==> src/rtl/cpu_pkg.sv <==
// Shared types and constants for the instruction/data memory arbiter.
package cpu_pkg;

  localparam int   WORD_AW = 30;
  localparam logic OWN_IF  = 1'b0;
  localparam logic OWN_D   = 1'b1;

  typedef enum logic [1:0] {
    ST_IDLE   = 2'd0,
    ST_ACCESS = 2'd1,
    ST_WAIT   = 2'd2,
    ST_RESP   = 2'd3
  } state_t;

  // One-hot request mask for an owner ID, bit 0 = fetch, bit 1 = data.
  function automatic logic [1:0] owner_mask(input logic own);
    return own ? 2'b10 : 2'b01;
  endfunction

endpackage

==> src/rtl/mem_arbiter_if.sv <==
// Requester and SRAM signals of the arbiter; slave = arbiter side, master = CPU/SRAM side.
interface mem_arbiter_if #(
  parameter int AW = 8
);
  import cpu_pkg::*;

  logic               if_req;
  logic [WORD_AW-1:0] if_addr;
  logic               if_ack;
  logic [31:0]        if_rdata;
  logic               d_req;
  logic               d_we;
  logic [WORD_AW-1:0] d_addr;
  logic [31:0]        d_wdata;
  logic               d_ack;
  logic [31:0]        d_rdata;
  logic               err;
  logic               busy;
  logic               mem_en;
  logic               mem_we;
  logic [AW-1:0]      mem_addr;
  logic [31:0]        mem_wdata;
  logic [31:0]        mem_rdata;

  modport slave (
    input  if_req, if_addr, d_req, d_we, d_addr, d_wdata, mem_rdata,
    output if_ack, if_rdata, d_ack, d_rdata, err, busy,
           mem_en, mem_we, mem_addr, mem_wdata
  );

  modport master (
    output if_req, if_addr, d_req, d_we, d_addr, d_wdata, mem_rdata,
    input  if_ack, if_rdata, d_ack, d_rdata, err, busy,
           mem_en, mem_we, mem_addr, mem_wdata
  );

endinterface

==> src/rtl/rr_arb2.sv <==
// Two-requester grant logic: masked requests, then round-robin or fixed data priority.
module rr_arb2
  import cpu_pkg::*;
(
  input  logic       req0,
  input  logic       req1,
  input  logic       last,
  input  logic       prio_mode,
  input  logic [1:0] mask,
  output logic [1:0] gnt
);

  logic r0;
  logic r1;

  always_comb begin
    r0  = req0 & ~mask[0];
    r1  = req1 & ~mask[1];
    gnt = {r1, r0};
    // On contention grant whoever was not served last, unless data always wins.
    if (r0 && r1) gnt = (prio_mode || last == OWN_IF) ? 2'b10 : 2'b01;
  end

endmodule

==> src/rtl/mem_arbiter.sv <==
// Shares one single-port SRAM between the fetch and load/store requesters via req/ack.
//   state  | meaning
//   IDLE   | no transaction, arbitrate pending requests
//   ACCESS | drive SRAM for owner (or flag out-of-range), one cycle
//   WAIT   | count RD_LAT cycles of SRAM read latency
//   RESP   | ack owner, arbitrate the other requester back-to-back
module mem_arbiter
  import cpu_pkg::*;
#(
  parameter int AW        = 8,
  parameter int RD_LAT    = 1,
  parameter int DATA_PRIO = 0
) (
  input logic          clk,
  input logic          rst,
  mem_arbiter_if.slave bus
);

  localparam logic [1:0] WAIT_LOAD = 2'(RD_LAT - 1);

  state_t             state_q;
  state_t             state_d;
  logic               owner_q;
  logic               last_q;
  logic               err_q;
  logic [1:0]         wait_cnt;
  logic [31:0]        if_rdata_q;
  logic [31:0]        d_rdata_q;
  logic [1:0]         arb_mask;
  logic [1:0]         gnt;
  logic [WORD_AW-1:0] own_addr;
  logic               oor;
  logic               own_read;

  assign own_addr = (owner_q == OWN_D) ? bus.d_addr : bus.if_addr;
  assign oor      = |own_addr[WORD_AW-1:AW];
  assign own_read = !((owner_q == OWN_D) && bus.d_we);
  // In RESP the just-served requester may still hold req, so exclude it.
  assign arb_mask = (state_q == ST_RESP) ? owner_mask(owner_q) : 2'b00;

  rr_arb2 u_arb (
    .req0      (bus.if_req),
    .req1      (bus.d_req),
    .last      (last_q),
    .prio_mode (DATA_PRIO != 0),
    .mask      (arb_mask),
    .gnt       (gnt)
  );

  always_ff @(posedge clk) begin
    if (rst) state_q <= ST_IDLE;
    else     state_q <= state_d;
  end

  always_comb begin
    state_d       = state_q;
    bus.if_ack    = 1'b0;
    bus.d_ack     = 1'b0;
    bus.err       = 1'b0;
    bus.mem_en    = 1'b0;
    bus.mem_we    = 1'b0;
    bus.mem_addr  = '0;
    bus.mem_wdata = '0;
    unique case (state_q)
      ST_IDLE: begin
        if (|gnt) state_d = ST_ACCESS;
      end
      ST_ACCESS: begin
        if (!oor) begin
          bus.mem_en    = 1'b1;
          bus.mem_addr  = own_addr[AW-1:0];
          bus.mem_we    = !own_read;
          bus.mem_wdata = bus.d_wdata;
        end
        state_d = (oor || !own_read) ? ST_RESP : ST_WAIT;
      end
      ST_WAIT: begin
        if (wait_cnt == 2'd0) state_d = ST_RESP;
      end
      ST_RESP: begin
        bus.if_ack = (owner_q == OWN_IF);
        bus.d_ack  = (owner_q == OWN_D);
        bus.err    = err_q;
        state_d    = (|gnt) ? ST_ACCESS : ST_IDLE;
      end
      default: state_d = ST_IDLE;
    endcase
  end

  always_ff @(posedge clk) begin
    if (rst) begin
      owner_q    <= OWN_IF;
      last_q     <= OWN_D;
      err_q      <= 1'b0;
      wait_cnt   <= 2'd0;
      if_rdata_q <= '0;
      d_rdata_q  <= '0;
    end else begin
      if ((state_q == ST_IDLE || state_q == ST_RESP) && (|gnt)) owner_q <= gnt[1];
      if (state_q == ST_RESP) last_q <= owner_q;
      if (state_q == ST_ACCESS) begin
        err_q    <= oor;
        wait_cnt <= WAIT_LOAD;
        // Out-of-range reads answer zero in the RESP cycle.
        if (oor && own_read) begin
          if (owner_q == OWN_D) d_rdata_q  <= '0;
          else                  if_rdata_q <= '0;
        end
      end
      if (state_q == ST_WAIT) begin
        if (wait_cnt == 2'd0) begin
          if (owner_q == OWN_D) d_rdata_q  <= bus.mem_rdata;
          else                  if_rdata_q <= bus.mem_rdata;
        end else begin
          wait_cnt <= wait_cnt - 2'd1;
        end
      end
    end
  end

  assign bus.if_rdata = if_rdata_q;
  assign bus.d_rdata  = d_rdata_q;
  assign bus.busy     = (state_q != ST_IDLE);

endmodule

==> src/flat_wrapper.sv <==
// flat-port wrapper written by rule: the top's interface ports become plain ports
module mem_arbiter_flat import cpu_pkg::*;
#(
  parameter int AW        = 8,
  parameter int RD_LAT    = 1,
  parameter int DATA_PRIO = 0
)
  (clk, rst, bus_if_req, bus_if_addr, bus_d_req, bus_d_we, bus_d_addr, bus_d_wdata, bus_mem_rdata, bus_if_ack, bus_if_rdata, bus_d_ack, bus_d_rdata, bus_err, bus_busy, bus_mem_en, bus_mem_we, bus_mem_addr, bus_mem_wdata);
  mem_arbiter_if #(.AW(AW)) bus_i ();
  input logic clk;
  input logic rst;
  input wire logic [$bits(bus_i.if_req)-1:0] bus_if_req;
  input wire logic [$bits(bus_i.if_addr)-1:0] bus_if_addr;
  input wire logic [$bits(bus_i.d_req)-1:0] bus_d_req;
  input wire logic [$bits(bus_i.d_we)-1:0] bus_d_we;
  input wire logic [$bits(bus_i.d_addr)-1:0] bus_d_addr;
  input wire logic [$bits(bus_i.d_wdata)-1:0] bus_d_wdata;
  input wire logic [$bits(bus_i.mem_rdata)-1:0] bus_mem_rdata;
  output wire logic [$bits(bus_i.if_ack)-1:0] bus_if_ack;
  output wire logic [$bits(bus_i.if_rdata)-1:0] bus_if_rdata;
  output wire logic [$bits(bus_i.d_ack)-1:0] bus_d_ack;
  output wire logic [$bits(bus_i.d_rdata)-1:0] bus_d_rdata;
  output wire logic [$bits(bus_i.err)-1:0] bus_err;
  output wire logic [$bits(bus_i.busy)-1:0] bus_busy;
  output wire logic [$bits(bus_i.mem_en)-1:0] bus_mem_en;
  output wire logic [$bits(bus_i.mem_we)-1:0] bus_mem_we;
  output wire logic [$bits(bus_i.mem_addr)-1:0] bus_mem_addr;
  output wire logic [$bits(bus_i.mem_wdata)-1:0] bus_mem_wdata;
  assign bus_i.if_req = bus_if_req;
  assign bus_i.if_addr = bus_if_addr;
  assign bus_i.d_req = bus_d_req;
  assign bus_i.d_we = bus_d_we;
  assign bus_i.d_addr = bus_d_addr;
  assign bus_i.d_wdata = bus_d_wdata;
  assign bus_i.mem_rdata = bus_mem_rdata;
  assign bus_if_ack = bus_i.if_ack;
  assign bus_if_rdata = bus_i.if_rdata;
  assign bus_d_ack = bus_i.d_ack;
  assign bus_d_rdata = bus_i.d_rdata;
  assign bus_err = bus_i.err;
  assign bus_busy = bus_i.busy;
  assign bus_mem_en = bus_i.mem_en;
  assign bus_mem_we = bus_i.mem_we;
  assign bus_mem_addr = bus_i.mem_addr;
  assign bus_mem_wdata = bus_i.mem_wdata;
  mem_arbiter #(.AW(AW), .RD_LAT(RD_LAT), .DATA_PRIO(DATA_PRIO)) u_core (.clk(clk), .rst(rst), .bus(bus_i));
endmodule
==> config.mk <==
export PLATFORM = sky130hd
export DESIGN_NAME = mem_arbiter_flat
export DESIGN_NICKNAME = d
export VERILOG_FILES = /design/src/rtl/cpu_pkg.sv /design/src/rtl/mem_arbiter_if.sv /design/src/rtl/rr_arb2.sv /design/src/rtl/mem_arbiter.sv /design/src/flat_wrapper.sv
export SDC_FILE = /design/constraint.sdc
export NUM_CORES = 1
export LEC_CHECK = 0
export CORE_ASPECT_RATIO = 1.4
export CORE_UTILIZATION = 25
export DETAILED_ROUTE_END_ITERATION = 8
export GPL_TIMING_DRIVEN = 0
export HOLD_SLACK_MARGIN = 0.08
export MAX_ROUTING_LAYER = met4
export PLACE_DENSITY = 0.73
export SLEW_MARGIN = 20
export SYNTH_ARGS = -nofsm -noshare
export SYNTH_HDL_FRONTEND = slang
export SYNTH_SLANG_ARGS = --single-unit
==> constraint.sdc <==
create_clock -name clk -period 2.4 [get_ports clk]
set_clock_uncertainty 0.2 [all_clocks]
set_input_delay 0.24 -clock clk [delete_from_list [all_inputs] [get_ports clk]]
set_output_delay 0.24 -clock clk [all_outputs]
set_load 0.01 [all_outputs]
== Word level (Yosys, flattened, before mapping) ==
Index checks and enable logic that the tools add are counted.

* Output and inout bits: 110
* Bits of input ports: 129
* Bits in registers: 71

* Bitwise gates (word level): 5
* Reductions and logical operators: 13
* $add $sub $neg: 1
* Muxes and demuxes: 36
* Equality and inequality tests: 5

{| class="wikitable"
|+ Operators with widths
! cell !! number
|-
| $mux 32 || 14
|-
| $mux 30 || 1
|-
| $reduce_or 22->1 || 1
|-
| $mux 2 || 9
|-
| $mux 8 || 2
|-
| $mux 1 || 9
|-
| $pmux 2 s4 || 1
|-
| $eq 2x2->1 const B || 2
|-
| $logic_and 1x1->1 || 4
|-
| $logic_not 2->1 || 2
|-
| $ne 2x1->1 const B || 2
|-
| $not 1->1 || 3
|-
| $and 1x1->1 || 2
|-
| $eq 2x1->1 const B || 1
|-
| $logic_or 1x1->1 || 2
|-
| $reduce_and 2->1 || 1
|-
| $reduce_bool 2->1 || 1
|-
| $reduce_or 2->1 || 1
|-
| $sub 2x1->2 const B || 1
|-
| $logic_not 1->1 || 1
|}

== Logic depth before layout (Yosys ltp) ==
Gate-level depths: netlist of the first run.

* Depth after elaboration: 9
* Depth in mapped cells: 8

== Hierarchy ==
From an unflattened synthesis of the first run, not the netlist that was laid out.

* Cell total of the unflattened synthesis: 414
* Area, all modules: 3,708.6 um^2

{| class="wikitable"
|+ Modules (own cells, without submodules)
! module !! area an instance (um^2) !! times used !! seq. area each (um^2) !! cells each
|-
| mem_arbiter || 3,676.0 || 1 || 1,421.4 || 409
|-
| rr_arb2 || 32.5 || 1 || 0.0 || 5
|}

== Worst setup path after synthesis of the first run ==
Ideal clock, no wire load.

* Path kind: flip-flop to flip-flop
* Start: register u_core.state_q[0]
* End: register (tool-made name)
* Stages on the path, launching flop included: 9
* Slack: 202 ps
* Arrival time: 1,927 ps
* Path through: dfxtp_1 -> inv_1 -> ha_1 -> or3b_2 -> nand4_1 -> a222oi_1 -> buf_6 -> nand2_1 -> a21oi_1

{| class="wikitable"
|+ RTL lines
! what !! line !! text
|-
| start: declaration || mem_arbiter.sv:21 || <nowiki>state_t state_q;</nowiki>
|-
| start signal: assignment || mem_arbiter.sv:52 || <nowiki>else state_q <= state_d;</nowiki>
|}

== Worst setup path after layout of the first run ==
* Start: input bus_if_addr[29]
* End: output bus_mem_wdata[16]

* Cells in the longest elaborated chain, start to end: 4

{| class="wikitable"
|+ Ends and longest elaborated chain
! what !! line !! text
|-
| start: declaration || flat_wrapper.sv:13 || <nowiki>input wire logic [$bits(bus_i.if_addr)-1:0] bus_if_addr;</nowiki>
|-
| $mux 30 || mem_arbiter.sv:35 || <nowiki>assign own_addr = (owner_q == OWN_D) ? bus.d_addr : bus.if_addr;</nowiki>
|-
| $reduce_or 22->1 || mem_arbiter.sv:36 || <nowiki>assign oor = |own_addr[WORD_AW-1:AW];</nowiki>
|-
| $mux 32 || mem_arbiter.sv:69 || <nowiki>if (!oor) begin</nowiki>
|-
| $mux 32 || mem_arbiter.sv:64 || <nowiki>unique case (state_q)</nowiki>
|-
| end: declaration || flat_wrapper.sv:28 || <nowiki>output wire logic [$bits(bus_i.mem_wdata)-1:0] bus_mem_wdata;</nowiki>
|}

Every way passes these cells.

==> impl_metrics.csv, run 1 <==
group,metric,value,unit
status,outcome,"complete, but fails checks",
status,violations,"DRC",
logic_synthesis,synth_edf_count,0,
power,p_leak,2.664,nW
setup_path,crit_path_start_kind,"input pin",
logic_synthesis,synth-async-reset-ratio,0,%
setup_path,path_class,"in -> out",
clock_network,cts-root-buf,"clkbuf_16",
detailed_routing,postRouteAntennaNets,0,
floorplan,io_pins,239,
setup_path,slowest_stage,"clkdlybuf4s50_1",
global_routing,grt_pass1_vias,4057,
floorplan,start_util,25.81,%
sta,fin_crit,2.360,ns
detailed_routing,finalWirelength,13010,µm
detailed_routing,first_pass_iters,7,
sta,rsz0062_at_grt,"true",
sta,tightestPinTransition,0.5668,ns
place,place_congestion,0.8384,
logic_synthesis,synth_area_leaders,"dfxtp_1, a22o_1, a22oi_1",
sta,slew_violations,0,
final_layout,fin_nets,768,
setup_path,arrival,1.92,ns
logic_synthesis,synth.most_common_cell,"dfxtp_1",
clock_network,cts_tree,"yes",
place,post_dp_cell_area,5768,µm²
detailed_routing,drt_iter0_drc,140,
final_layout,final_area,6640,µm²
logic_synthesis,ys_types,36,
final_layout,final_cells,789,
floorplan,fp.coreArea,12430,µm²
power,p_per_area,646.8,nW/µm²
setup_path,crit_start,"bus_if_addr[29]",
global_routing,grtUsageTotal,19.73,%
clock_network,holdBufCountCts,0,
final_layout,syn_to_final_growth,107.0,%
detailed_routing,num_vias,3817,
setup_path,path_buf_inv,4,
clock_network,cts_made_buffers,9,
sta,slew_headroom,61.96,%
setup_path,cpLargestDelayFamily,"buffers and inverters",
detailed_routing,wire_per_inst,16.49,µm
clock_network,cts_sinks,71,
clock_network,htree_levels,3,
setup_path,cp_max_fo,7,
power,total_power,4.295,mW
setup_path,cpPeakStageDelay,0.41,ns
floorplan,dieArea,13300,µm²
clock_network,cts.path.max_buffers,2,
logic_synthesis,synth_top_area_share,44.31,%
power,peakVddDrop,0.2990,mV
global_routing,grt_max_degree,13,
detailed_routing,drcViolationCount,24,
logic_synthesis,ys_ff_latch,71,
global_routing,grt_remaining_overflow,0,
sta,fin_crit_sh,98.32,%
job,max_cap_violations,0,
final_layout,drive_gt1_share,28.01,%
setup_path,worst_ep_required_time,1.96,ns
global_routing,antenna_found_initial,0,
logic_synthesis,ys_warn_count,0,
setup_path,r2r_start,"u_core.owner_q",
logic_synthesis,yosysSeqAreaShare,44.31,%
logic_synthesis,avgSynthCellArea,9.062,µm²
logic_synthesis,synth_top_area_cell,"dfxtp_1",
global_routing,grt_pass1_wl,19890,µm
place,dpl.hpwl,9985,µm
setup_path,path_cells,"clkdlybuf4s50_1 -> nor3_2 -> nand2_1 -> a22oi_2 -> nand3_4 -> inv_8 -> clkbuf_8 -> and2_1 -> buf_2",
detailed_routing,vias_per_cell,4.838,
logic_synthesis,syn-cell-area,3208,µm²
clock_network,clk_pin_slew,0.05,ns
setup_path,cp-end-kind,"output port",
hold_path,hp-class,"in -> reg",
sta,clock.fmax,0.4238,GHz
sta,setup_viol,0,
place,post-place-cells,741,
logic_synthesis,netlist_top_cells_count,"dfxtp_1, a21oi_1, nand2_1, and2_1, a22oi_1",
hold_path,min_from,"rst",
final_layout,num_antenna_cells,0,
floorplan,row_count,48,
logic_synthesis,synth_cells,354,
clock_network,clk_latency,0.33,ns
logic_synthesis,synthesis.nets,488,
floorplan,dieWidth,97.74,µm
place,port_buffers,237,
sta,hold_violations,0,
logic_synthesis,ys.flop_type,"dfxtp_1",
floorplan,die_h,136.0,µm
## cell type report
cell class                 instances  area, µm²
buffer                            26      226.5
clock buffer                      12      256.5
clock inverter                     4      77.57
fill                            1126       5792
inverter                           6      30.03
multi-input combinational        251       1889
sequential                        71       1425
tap                              150      187.7
timing repair buffer             269       2547
## tightest hold or removal path, delay by kind of cell
family / cells / cell delay [ns]
AOI/OAI and AO/OA: 1 / 0.05
buffers and inverters: 2 / 0.34
## placed cells by master, fill, tap and decap left out, types with 5 or more instances in the layout
cell and count:
buf_6 20, a21oi_2 15, and2_1 23, a21oi_1 24, nand2_1 27, buf_8 5, a22o_1 31, and2_4 11
nor4_4 6, dlymetal6s2s_1 5, dfxtp_1 70, clkbuf_2 12, nand2_2 9, buf_4 24, dlygate4sd2_1 16, mux2i_1 10
buf_2 35, nand3_1 5, a22oi_1 31, nor2_1 16, clkdlybuf4s50_1 166, clkbuf_16 9
## metrics by stage
step / setup slack (ns) / TNS, ns / hold slack, ns / utilization, %
floorplan: 0.2023 / 0 / 0.1529 / -
global placement: -1.169 / -73.84 / 0.2427 / 46.40
detailed placement: -1.242 / -80.08 / 0.2554 / 46.40
CTS: -0.06301 / -0.4811 / 0.1593 / 52.19
global route: -0.06225 / -1.087 / 0.1702 / 53.41
finish: 0.04033 / 0 / 0.1576 / 53.41
## cells by family (layout without fill, tap and decap cells)
group | count (synthesis) | after routing | share of synthesized area (%)
buffers and inverters | 32 | 317 | 6.201
flip-flops | 71 | 71 | 44.31
AND/OR/NAND/NOR | 125 | 125 | 20.20
AO/OA/AOI/OAI | 111 | 111 | 24.22
multiplexers | 10 | 10 | 3.120
adder cells (fa/ha/maj) | 5 | 5 | 1.950
## repair_timing
action                                  in CTS  in global routing
buffers inserted                            23                  8
pin swaps                                   27                 25
cloned                                       5                  1
resized for setup                          266                 65
endpoints found under the setup margin     108                104
## path summary, 6_finish.rpt
path,endpoint,slack [ns],cells past startpoint
setup / recovery,bus_mem_wdata[16],0.04,9
hold / removal,register,0.16,3
setup reg to reg,register,0.15,11
hold reg to reg,u_core.last_q,0.27,2
## where the power goes
part           leakage (nW)  switching, mW  internal, mW
logic                  1.93          0.660         0.722
registers             0.576          0.109          1.34
clock network         0.163          0.497         0.970
## layer usage
layer	vias up	routed length, µm	track usage [%]
met5	-	0	-
met4	0	244	6.650
met3	18	841	3.702
met2	177	7307	39.20
met1	1777	4614	18.87
li1	1845	-	-
(Power assumes the default switching activity.)
==> run 2: changes to the inputs <==
ABC_CLOCK_PERIOD_IN_PS = 2400   (was default)
GPL_ROUTABILITY_DRIVEN = 0   (was default)
SETUP_SLACK_MARGIN = 0.2   (was default)
==> run 2 against run 1 <==
  * The flow still finishes with violations (DRC)
  * Cell count rose by 2.4%
  * Hold slack improved by 0.021 ns
  * Clock power barely moved
  * Critical path depth rose by 5
  * Sequential power barely moved
  * Count of clock-buffer cells in the layout did not move
  * Highest routed layer unchanged
==> impl_metrics.csv, run 2 (same netlist as run 1, synthesis figures left out) <==
group,metric,value,unit
status,outcome,"complete, but fails checks",
status,violations,"DRC",
power,intPower,3.093,mW
sta,fin_crit,2.343,ns
setup_path,crit_path_start_kind,"input pin",
sta,setup_viol,0,
detailed_routing,postRouteAntennaNets,0,
sta,hold_violations,0,
floorplan,row_count,48,
detailed_routing,first_pass_iters,6,
power,p_sw_share,29.69,%
final_layout,final_common_cell,"clkdlybuf4s50_1",
power,p_leak,2.890,nW
floorplan,fp.coreArea,12430,µm²
global_routing,grt_pass1_vias,4123,
place,dpl.hpwl,9985,µm
clock_network,holdBufCountCts,0,
place,post_dp_cell_area,5768,µm²
clock_network,cts-root-buf,"clkbuf_16",
clock_network,cts_tree,"yes",
power,peakVddDrop,0.2999,mV
sta,slew_headroom,62.28,%
final_layout,syn_to_final_growth,124.3,%
detailed_routing,drcViolationCount,24,
floorplan,dieArea,13300,µm²
clock_network,clk_latency,0.33,ns
setup_path,arrival,2.41,ns
setup_path,cp-end-kind,"register",
detailed_routing,vias_per_cell,4.834,
global_routing,grt_remaining_overflow,0,
floorplan,dieWidth,97.74,µm
final_layout,num_antenna_cells,0,
floorplan,start_util,25.81,%
detailed_routing,drt_iter0_drc,151,
clock_network,cts.path.max_buffers,2,
setup_path,path_class,"in -> reg",
detailed_routing,num_vias,3906,
setup_path,worstRegToRegCells,13,
global_routing,grt_max_degree,13,
detailed_routing,wire_per_inst,16.93,µm
final_layout,final_area,7196,µm²
detailed_routing,finalWirelength,13680,µm
final_layout,final_util,57.88,%
sta,slew_violations,0,
floorplan,io_pins,239,
power,p_per_area,611.4,nW/µm²
sta,finalWorstSetupSlack,0.05745,ns
final_layout,fin_nets,787,
hold_path,hp-class,"in -> reg",
floorplan,die_h,136.0,µm
global_routing,grtUsageTotal,20.38,%
sta,rsz0062_at_grt,"true",
hold_path,worstHoldPathCells,3,
power,p_comb_share,33.8,%
clock_network,cts_sinks,71,
sta,tns,0,ns
place,pre_cts_ws,-1.242,ns
job,max_cap_violations,0,
clock_network,cts_made_buffers,9,
place,port_buffers,237,
global_routing,grt_pass1_wl,20470,µm
power,power.switching,1.306,mW
global_routing,antenna_found_initial,0,
sta,fin_crit_sh,97.61,%
power,seqPwrFrac,32.7,%
setup_path,worst_ep_required_time,2.47,ns
sta,clock.fmax,0.4269,GHz
sta,whs,0.1786,ns
setup_path,cp_max_fo,5,
clock_network,htree_levels,3,
power,p_clk_share,33.5,%
clock_network,clk_pin_slew,0.06,ns
final_layout,final_cell_mix,"clkdlybuf4s50_1, dfxtp_1, buf_6",
final_layout,drive_gt1_share,33.89,%
sta,tightestPinTransition,0.5621,ns
==> run 2: worst paths after layout <==
| check | start | endpoint | slack (ns) |
|---|---|---|---|
| setup / recovery | bus_d_addr[13] | register | 0.06 |
| hold / removal | rst | register | 0.18 |
| setup reg to reg | u_core.owner_q | register | 0.07 |
| hold reg to reg | register | register | 0.27 |
==> run 2: cell type report <==
class | instances | area (µm²)
fill | 1053 | 5236
timing repair buffer | 288 | 2933
clock buffer | 12 | 256.5
buffer | 26 | 254.0
clock inverter | 4 | 77.57
sequential | 71 | 1425
inverter | 6 | 27.53
multi-input combinational | 251 | 2034
tap | 150 | 187.7
==> run 2: power groups by stage <==
stage	clock [mW]	combinational [mW]	sequential [mW]
2_1_floorplan	0	0.593	1.50
3_3_place_gp	0	1.30	1.44
3_5_place_dp	0	1.33	1.45
4_1_cts	1.50	1.45	1.44
5_1_grt	1.56	1.62	1.46
6_report	1.47	1.49	1.44
==> run 2: worst max-delay path, cell delays in order <==
cell and delay (ns):
dlygate4sd2_1 0.26, nor4_4 0.29, nand3_4 0.13, buf_6 0.14
buf_6 0.10, buf_6 0.10, buf_6 0.10, buf_6 0.10
a222oi_1 0.28, buf_4 0.24, buf_12 0.13, buf_8 0.10
nand2_1 0.06, a21oi_2 0.12
==> run 2: metal layers <==
layer	GRT usage, %	routed length [µm]	up-vias
li1	-	-	1885
met2	40.70	7717	171
met1	19.48	4885	1831
met4	5.471	228	0
met3	4.422	845	19
met5	-	0	-
==> run 2: per-stage QoR <==
| step | total power [mW] | cells |
|---|---|---|
| 4_1_cts | 4.381 | 798 |
| 2_1_floorplan | 2.088 | 354 |
| 6_report | 4.400 | 808 |
| 3_5_place_dp | 2.786 | 741 |
| 5_1_grt | 4.634 | 808 |
| 3_3_place_gp | 2.742 | 741 |
==> run 2: repair_timing <==
action | in CTS | in global routing
buffers inserted | 35 | 10
gates cloned | 6 | 0
setup endpoints to repair | 109 | 105
resized for setup | 335 | 100
pin swaps | 65 | 41
endpoints found under the hold margin | 0 | 0
